--- src/rtl/button_conditioner.sv ---
// button_conditioner: per-bit 2-flop synchronizer, sample-tick saturating
// debouncer and edge detector for board push-buttons and switches.
// All bits share one free-running sample-tick counter.
// Optional feature macro: BUTTON_CONDITIONER_RELEASE_PULSE_EN
//   defined   -> out_release pulses one cycle after out_level falls
//   undefined -> out_release is tied to 0 (port kept, no extra flops)
module button_conditioner #(
  parameter int WIDTH          = 4,
  parameter int SAMPLE_CNT_MAX = 62500,
  parameter int PULSE_CNT_MAX  = 200
) (
  input  logic             clk,
  input  logic             rst,
  input  logic [WIDTH-1:0] in,
  output logic [WIDTH-1:0] out_level,
  output logic [WIDTH-1:0] out_pulse,
  output logic [WIDTH-1:0] out_release
);

  // A one-cycle sample period still needs a 1-bit counter to exist.
  localparam int TICK_W = (SAMPLE_CNT_MAX > 1) ? $clog2(SAMPLE_CNT_MAX) : 1;
  localparam int CNT_W  = $clog2(PULSE_CNT_MAX + 1);
  localparam logic [TICK_W-1:0] TICK_LAST = TICK_W'(SAMPLE_CNT_MAX - 1);
  localparam logic [CNT_W-1:0]  CNT_SAT   = CNT_W'(PULSE_CNT_MAX);

  logic [WIDTH-1:0]            sync1_q;
  logic [WIDTH-1:0]            sync2_q;
  logic [TICK_W-1:0]           tick_cnt_q;
  logic [TICK_W-1:0]           tick_cnt_d;
  logic                        tick;
  logic [WIDTH-1:0][CNT_W-1:0] cnt_q;
  logic [WIDTH-1:0][CNT_W-1:0] cnt_d;
  logic [WIDTH-1:0]            level_q;
  logic [WIDTH-1:0]            level_d;
  logic [WIDTH-1:0]            level_dly_q;
  logic [WIDTH-1:0]            pulse_q;
  logic [WIDTH-1:0]            pulse_d;

  // Two-stage synchronizer, nothing between the stages.
  always_ff @(posedge clk or posedge rst) begin
    if (rst) begin
      sync1_q <= '0;
      sync2_q <= '0;
    end else begin
      sync1_q <= in;
      sync2_q <= sync1_q;
    end
  end

  // Free-running sample counter; tick marks its last count.
  always_comb begin
    tick       = (tick_cnt_q == TICK_LAST);
    tick_cnt_d = tick ? '0 : tick_cnt_q + TICK_W'(1);
  end

  // Per-bit saturating sample counters, plus level and edge-detect next values.
  always_comb begin
    cnt_d   = cnt_q;
    level_d = '0;
    pulse_d = '0;
    for (int i = 0; i < WIDTH; i++) begin
      if (tick) begin
        if (!sync2_q[i])          cnt_d[i] = '0;
        else if (cnt_q[i] != CNT_SAT) cnt_d[i] = cnt_q[i] + CNT_W'(1);
      end
      level_d[i] = (cnt_q[i] == CNT_SAT);
      pulse_d[i] = level_q[i] & ~level_dly_q[i];
    end
  end

  // Debounce state, level and pulse registers.
  always_ff @(posedge clk or posedge rst) begin
    if (rst) begin
      tick_cnt_q  <= '0;
      cnt_q       <= '0;
      level_q     <= '0;
      level_dly_q <= '0;
      pulse_q     <= '0;
    end else begin
      tick_cnt_q  <= tick_cnt_d;
      cnt_q       <= cnt_d;
      level_q     <= level_d;
      level_dly_q <= level_q;
      pulse_q     <= pulse_d;
    end
  end

  assign out_level = level_q;
  assign out_pulse = pulse_q;

`ifdef BUTTON_CONDITIONER_RELEASE_PULSE_EN
  logic [WIDTH-1:0] release_q;
  logic [WIDTH-1:0] release_d;

  // Falling-edge detect on the debounced level.
  always_comb begin
    release_d = ~level_q & level_dly_q;
  end

  // Release pulse register.
  always_ff @(posedge clk or posedge rst) begin
    if (rst) release_q <= '0;
    else     release_q <= release_d;
  end

  assign out_release = release_q;
`else
  assign out_release = '0;
`endif

endmodule

--- config.mk ---
export PLATFORM = sky130hd
export DESIGN_NAME = button_conditioner
export DESIGN_NICKNAME = d
export VERILOG_FILES = /design/src/rtl/button_conditioner.sv
export SDC_FILE = /design/constraint.sdc
export NUM_CORES = 1
export LEC_CHECK = 0
export CAP_MARGIN = 20
export CORE_ASPECT_RATIO = 1.5
export CORE_MARGIN = 2
export CORE_UTILIZATION = 32
export DETAILED_ROUTE_END_ITERATION = 7
export RECOVER_POWER = 25
export SETUP_SLACK_MARGIN = 0.5
export SYNTH_ARGS = -nofsm -noshare
export SYNTH_HDL_FRONTEND = slang
export SYNTH_SLANG_ARGS = --single-unit
export TNS_END_PERCENT = 50
--- constraint.sdc ---
create_clock -name clk -period 2.5 [get_ports clk]
set_clock_uncertainty 0.1 [all_clocks]
set_input_delay 0.5 -clock clk [delete_from_list [all_inputs] [get_ports clk]]
set_output_delay 0.5 -clock clk [all_outputs]
set_load 0.01 [all_outputs]
After elaboration in Yosys (flattened, before gate mapping)
Cells that the tools add are included.
- register bits after elaboration: 68
- latch bits: 0
- RAM bits: 0
- bits in read-only memories: 0
- input port bits: 6
- output and inout port bits: 12
- logic and storage cells: 49
- memories: 0
- $add $sub $neg: 5
- multiply operators: 0
- divide/modulo/power cells: 0
- order comparisons: 0
- equal/unequal tests: 13
- shifts and indexed selects: 0
- mux-type cells: 9
- bitwise logic cells: 8
- reductions and logical operators: 4
- operators by type and width (operator ; number):
    $mux 8 ; 8
    $add 8x1->8 const B ; 4
    $eq 8x8->1 const B ; 4
    $ne 8x8->1 const B ; 4
    $add 16x1->16 const B ; 1
    $eq 16x16->1 const B ; 1
    $mux 16 ; 1
    $ne 2x1->1 const B ; 4
    $reduce_and 2->1 ; 4
    $and 1x1->1 ; 4
    $not 1->1 ; 4

Depth between registers and ports, before layout
- depth in word-level cells: 3
- mapped depth: 7
- mapped depth without buffers: 6

Worst setup path before layout
Ideal clock, no wire load.
- path kind: register to register
- start point: register tick_cnt_q[0]
- end point: register cnt_q[22] (netlist bit)
- setup time: 0.092 ns
- data arrival time: 2.255 ns
- data required time: 2.308 ns
- slack: 0.054 ns
- stages on the path, launching flop included: 7
- buffers on the path: 1
- clock period less this slack: 2.446 ns
- cells stage by stage: dfrtp_1 -> ha_1 -> or4b_1 -> or4_1 -> buf_2 -> or3_1 -> o31ai_2
- cells in the longest elaborated chain, start to end: 2
- RTL lines (item ; line ; RTL):
    start, declared ; 28 ; logic [TICK_W-1:0] tick_cnt_q;
    start signal, assigned ; 80 ; tick_cnt_q <= tick_cnt_d;
    $eq 16x16->1 ; 52 ; tick = (tick_cnt_q == TICK_LAST);
    $reduce_and 2->1 (no source line) ; - ;
    end signal, assigned ; 81 ; cnt_q <= cnt_d;
    end, declared ; 31 ; logic [WIDTH-1:0][CNT_W-1:0] cnt_q;
No other way between the ends.
A chain may end at the register's enable or synchronous reset.

Final worst setup path
- start point: register tick_cnt_q[1]
- end point: register cnt_q[22] (netlist bit)
Same word-level chain as after synthesis.

==> impl_metrics.tcl <==
set metrics [dict create \
    placedCellCount 467 \
    route.vias.total 2514 \
    drtIter0Drc 98 \
    crit_path_start_kind "flop" \
    ios 18 \
    fp.dieW_um 86.8 \
    cellPowerDensity_nw_per_um2 649 \
    slew_violations 0 \
    cts_tree "built" \
    final_cell_mix "dfrtp_1, nand2_1, nand3_1" \
    grt_pass1_wl_um 11900 \
    synthXorXnorAreaFrac 0.0266 \
    syn_avg_cell_area_um2 9.75 \
    synth_adder_area_share 0.0343 \
    drive_above_1_share 0.127 \
    multi_input_area_um2 1490 \
    max_freq_mhz 425 \
    synth_edf_count 0 \
    gr-total-overflow 0 \
    drc 0 \
    post-route-min-period_ns 2.36 \
    routed_wl_um 6680 \
    yosysWarnings 0 \
    crit_required_ns 2.64 \
    antenna_cells 0 \
    cts_root_buf "clkbuf_16" \
    clk_latency_ns 0.33 \
    final_common_cell "dfrtp_1" \
    layout.nets 380 \
    htreeDepth 3 \
    setup_viol 0 \
    ys_seq_area_frac 0.518 \
    synth.cell_area_um2 3290 \
    fillCellCount 960 \
    ys_types 44 \
    max_cap_viol_count 0 \
    num_rows 45 \
    relSlewSlack 0.000188 \
    critical_path_arrival_ns 2.50 \
    clkTransAtPathRegs_ns 0.06 \
    core_area_um2 10100 \
    first_pass_iters 4 \
    track_usage 0.136 \
    fp.dieH_um 128 \
    tightest_slew_ns 1.50 \
    p_total_mw 2.60 \
    grt_antenna_before_repair 0 \
    ir_worst_vdd_v 0.000411 \
    syn2layout_area_growth_pct 21.9 \
    tns_ns 0 \
    hold_violations 0 \
    synth_ff_type "dfrtp_1" \
    fin_crit_sh 0.942 \
    grt_max_degree 69 \
    setup.worst_path.end_class "flop" \
    ff2ff_path_depth 5 \
    ant_nets 0 \
    path_class "flop to flop" \
    layout.area.seq_um2 1700 \
    place_hpwl_um 4630 \
    synthArstFlopShare 1.00 \
    dieArea_um2 11100 \
    viasPerCell 5.17 \
    grt_setup_unrepaired "yes" \
    final_cell_count_no_fill 486 \
    clock_sinks 68 \
    grt_pass1_vias 2660 \
    clockBufferDepth 2 \
    hold_class "flop to flop" \
    ys_ff_latch 68 \
    wire_per_inst_um 13.8 \
    crit_path_max_fanout 7 \
    initial_utilization 0.326 \
    numCtsBuffers 9 \
    syn_inst 337 \
    min_path_cells 0 \
    synth_top_family_by_area "simple AND/OR/NAND/NOR gates" \
    yosys.area_share.simple 0.254 \
    port_buffers 13 \
    gp_congestion 0.784 \
    synth_mux_area_frac 0.00305 \
    leakage_nw 1.66 \
    synth_compound_area_frac 0.120 \
    status "finished clean" \
]
==> synth_stat cells, drive strengths merged (2+ instances only) <==
library cell	count	area, µm²
dfrtp	68	1700
nor2b	8	50.1
o31ai	8	65.1
nor2	12	45.0
clkbuf	12	45.0
xor2	2	17.5
nand4b	3	26.3
nand2	33	124
o21ai	41	205
buf	5	35.0
or4	3	22.5
or4b	5	53.8
nand4	9	56.3
and2	6	37.5
a21oi	4	20.0
o21a	7	52.6
or3	12	75.1
nand3b	4	30.0
or4bb	2	22.5
o211ai	5	37.5
nor4	7	50.1
nand2b	3	18.8
inv	17	63.8
nand3	29	145
nor3	4	20.0
ha	9	113
xnor2	8	70.1
==> path summary, 6_finish.rpt <==
kind | startpoint | to | slack [ns]
min in group asynchronous | rst | out_pulse[2] | 0.95
hold / removal | sync1_q[3] | sync2_q[3] | 0.25
setup / recovery | tick_cnt_q[1] | cnt_q[22] | 0.14
setup reg to reg | tick_cnt_q[1] | cnt_q[22] | 0.14
max in group asynchronous | rst | cnt_q[17] | 0.42
hold reg to reg | sync1_q[3] | sync2_q[3] | 0.25
==> worst max-delay path: stages (launching register included) <==
cell and delay (ns):
dfrtp_1 0.39, ha_2 0.19, or4b_4 0.46, or4_4 0.57, or3_4 0.40, o31ai_2 0.17
==> flip-flops by register name, indices dropped and copies added, names as in the netlist <==
signal       flops
sync1_q          4
tick_cnt_q      16
level_dly_q      4
out_level        4
cnt_q           32
sync2_q          4
out_pulse        4
==> power by group <==
group,leakage (nW),total (mW),switching (mW),internal (mW)
sequential,0.917,1.12,0.0102,1.11
combinational,0.572,0.0433,0.0297,0.0137
clock,0.168,1.44,0.447,0.991
total,1.66,2.60,0.487,2.11
==> kinds of logic after synthesis <==
group                    count (synthesis)
adder cells (fa/ha/maj)                  9
other                                    1
buffers and inverters                   34
multiplexers                             1
AND/OR/NAND/NOR                        147
AO/OA/AOI/OAI                           67
flip-flops                              68
XOR/XNOR                                10
==> metal layers <==
metal  track usage  up-vias  routed length, µm
li1              -     1246                  -
met1         0.149     1231               2680
met2         0.242       26               3720
met3        0.0309       11                133
met4        0.0671        0                147
met5             0        -                  0
==> metrics by stage <==
| step | hold slack, ns | utilization | area [µm²] | setup WS, ns |
|---|---|---|---|---|
| after CTS | 0.249 | 0.398 | 4010 | 0.153 |
| after floorplan | 0.231 | - | 3330 | 0.0709 |
| after global placement | 0.233 | 0.361 | 3640 | 0.151 |
| after global routing | 0.257 | 0.398 | 4010 | 0.0537 |
| final | 0.248 | 0.398 | 4010 | 0.145 |
| after detailed placement | 0.236 | 0.361 | 3640 | 0.110 |
==> timing repair <==
| item | in CTS | in global routing |
|---|---|---|
| endpoints found under the setup margin | 35 | 41 |
| gates resized for setup | 1 | 9 |
| pin swaps | 1 | 0 |
| hold buffers | 0 | 0 |
| endpoints found under the hold margin | 0 | 0 |
| setup buffers | 4 | 0 |
==> final cells by class <==
cell class	count	area share
Sequential cell	68	0.425
Multi-Input combinational cell	238	0.372
Timing Repair Buffer	31	0.0656
Clock buffer	10	0.0597
Tap cell	117	0.0365
Clock inverter	5	0.0250
Inverter	17	0.0169
Note: power is estimated with default switching activity, not from simulation.
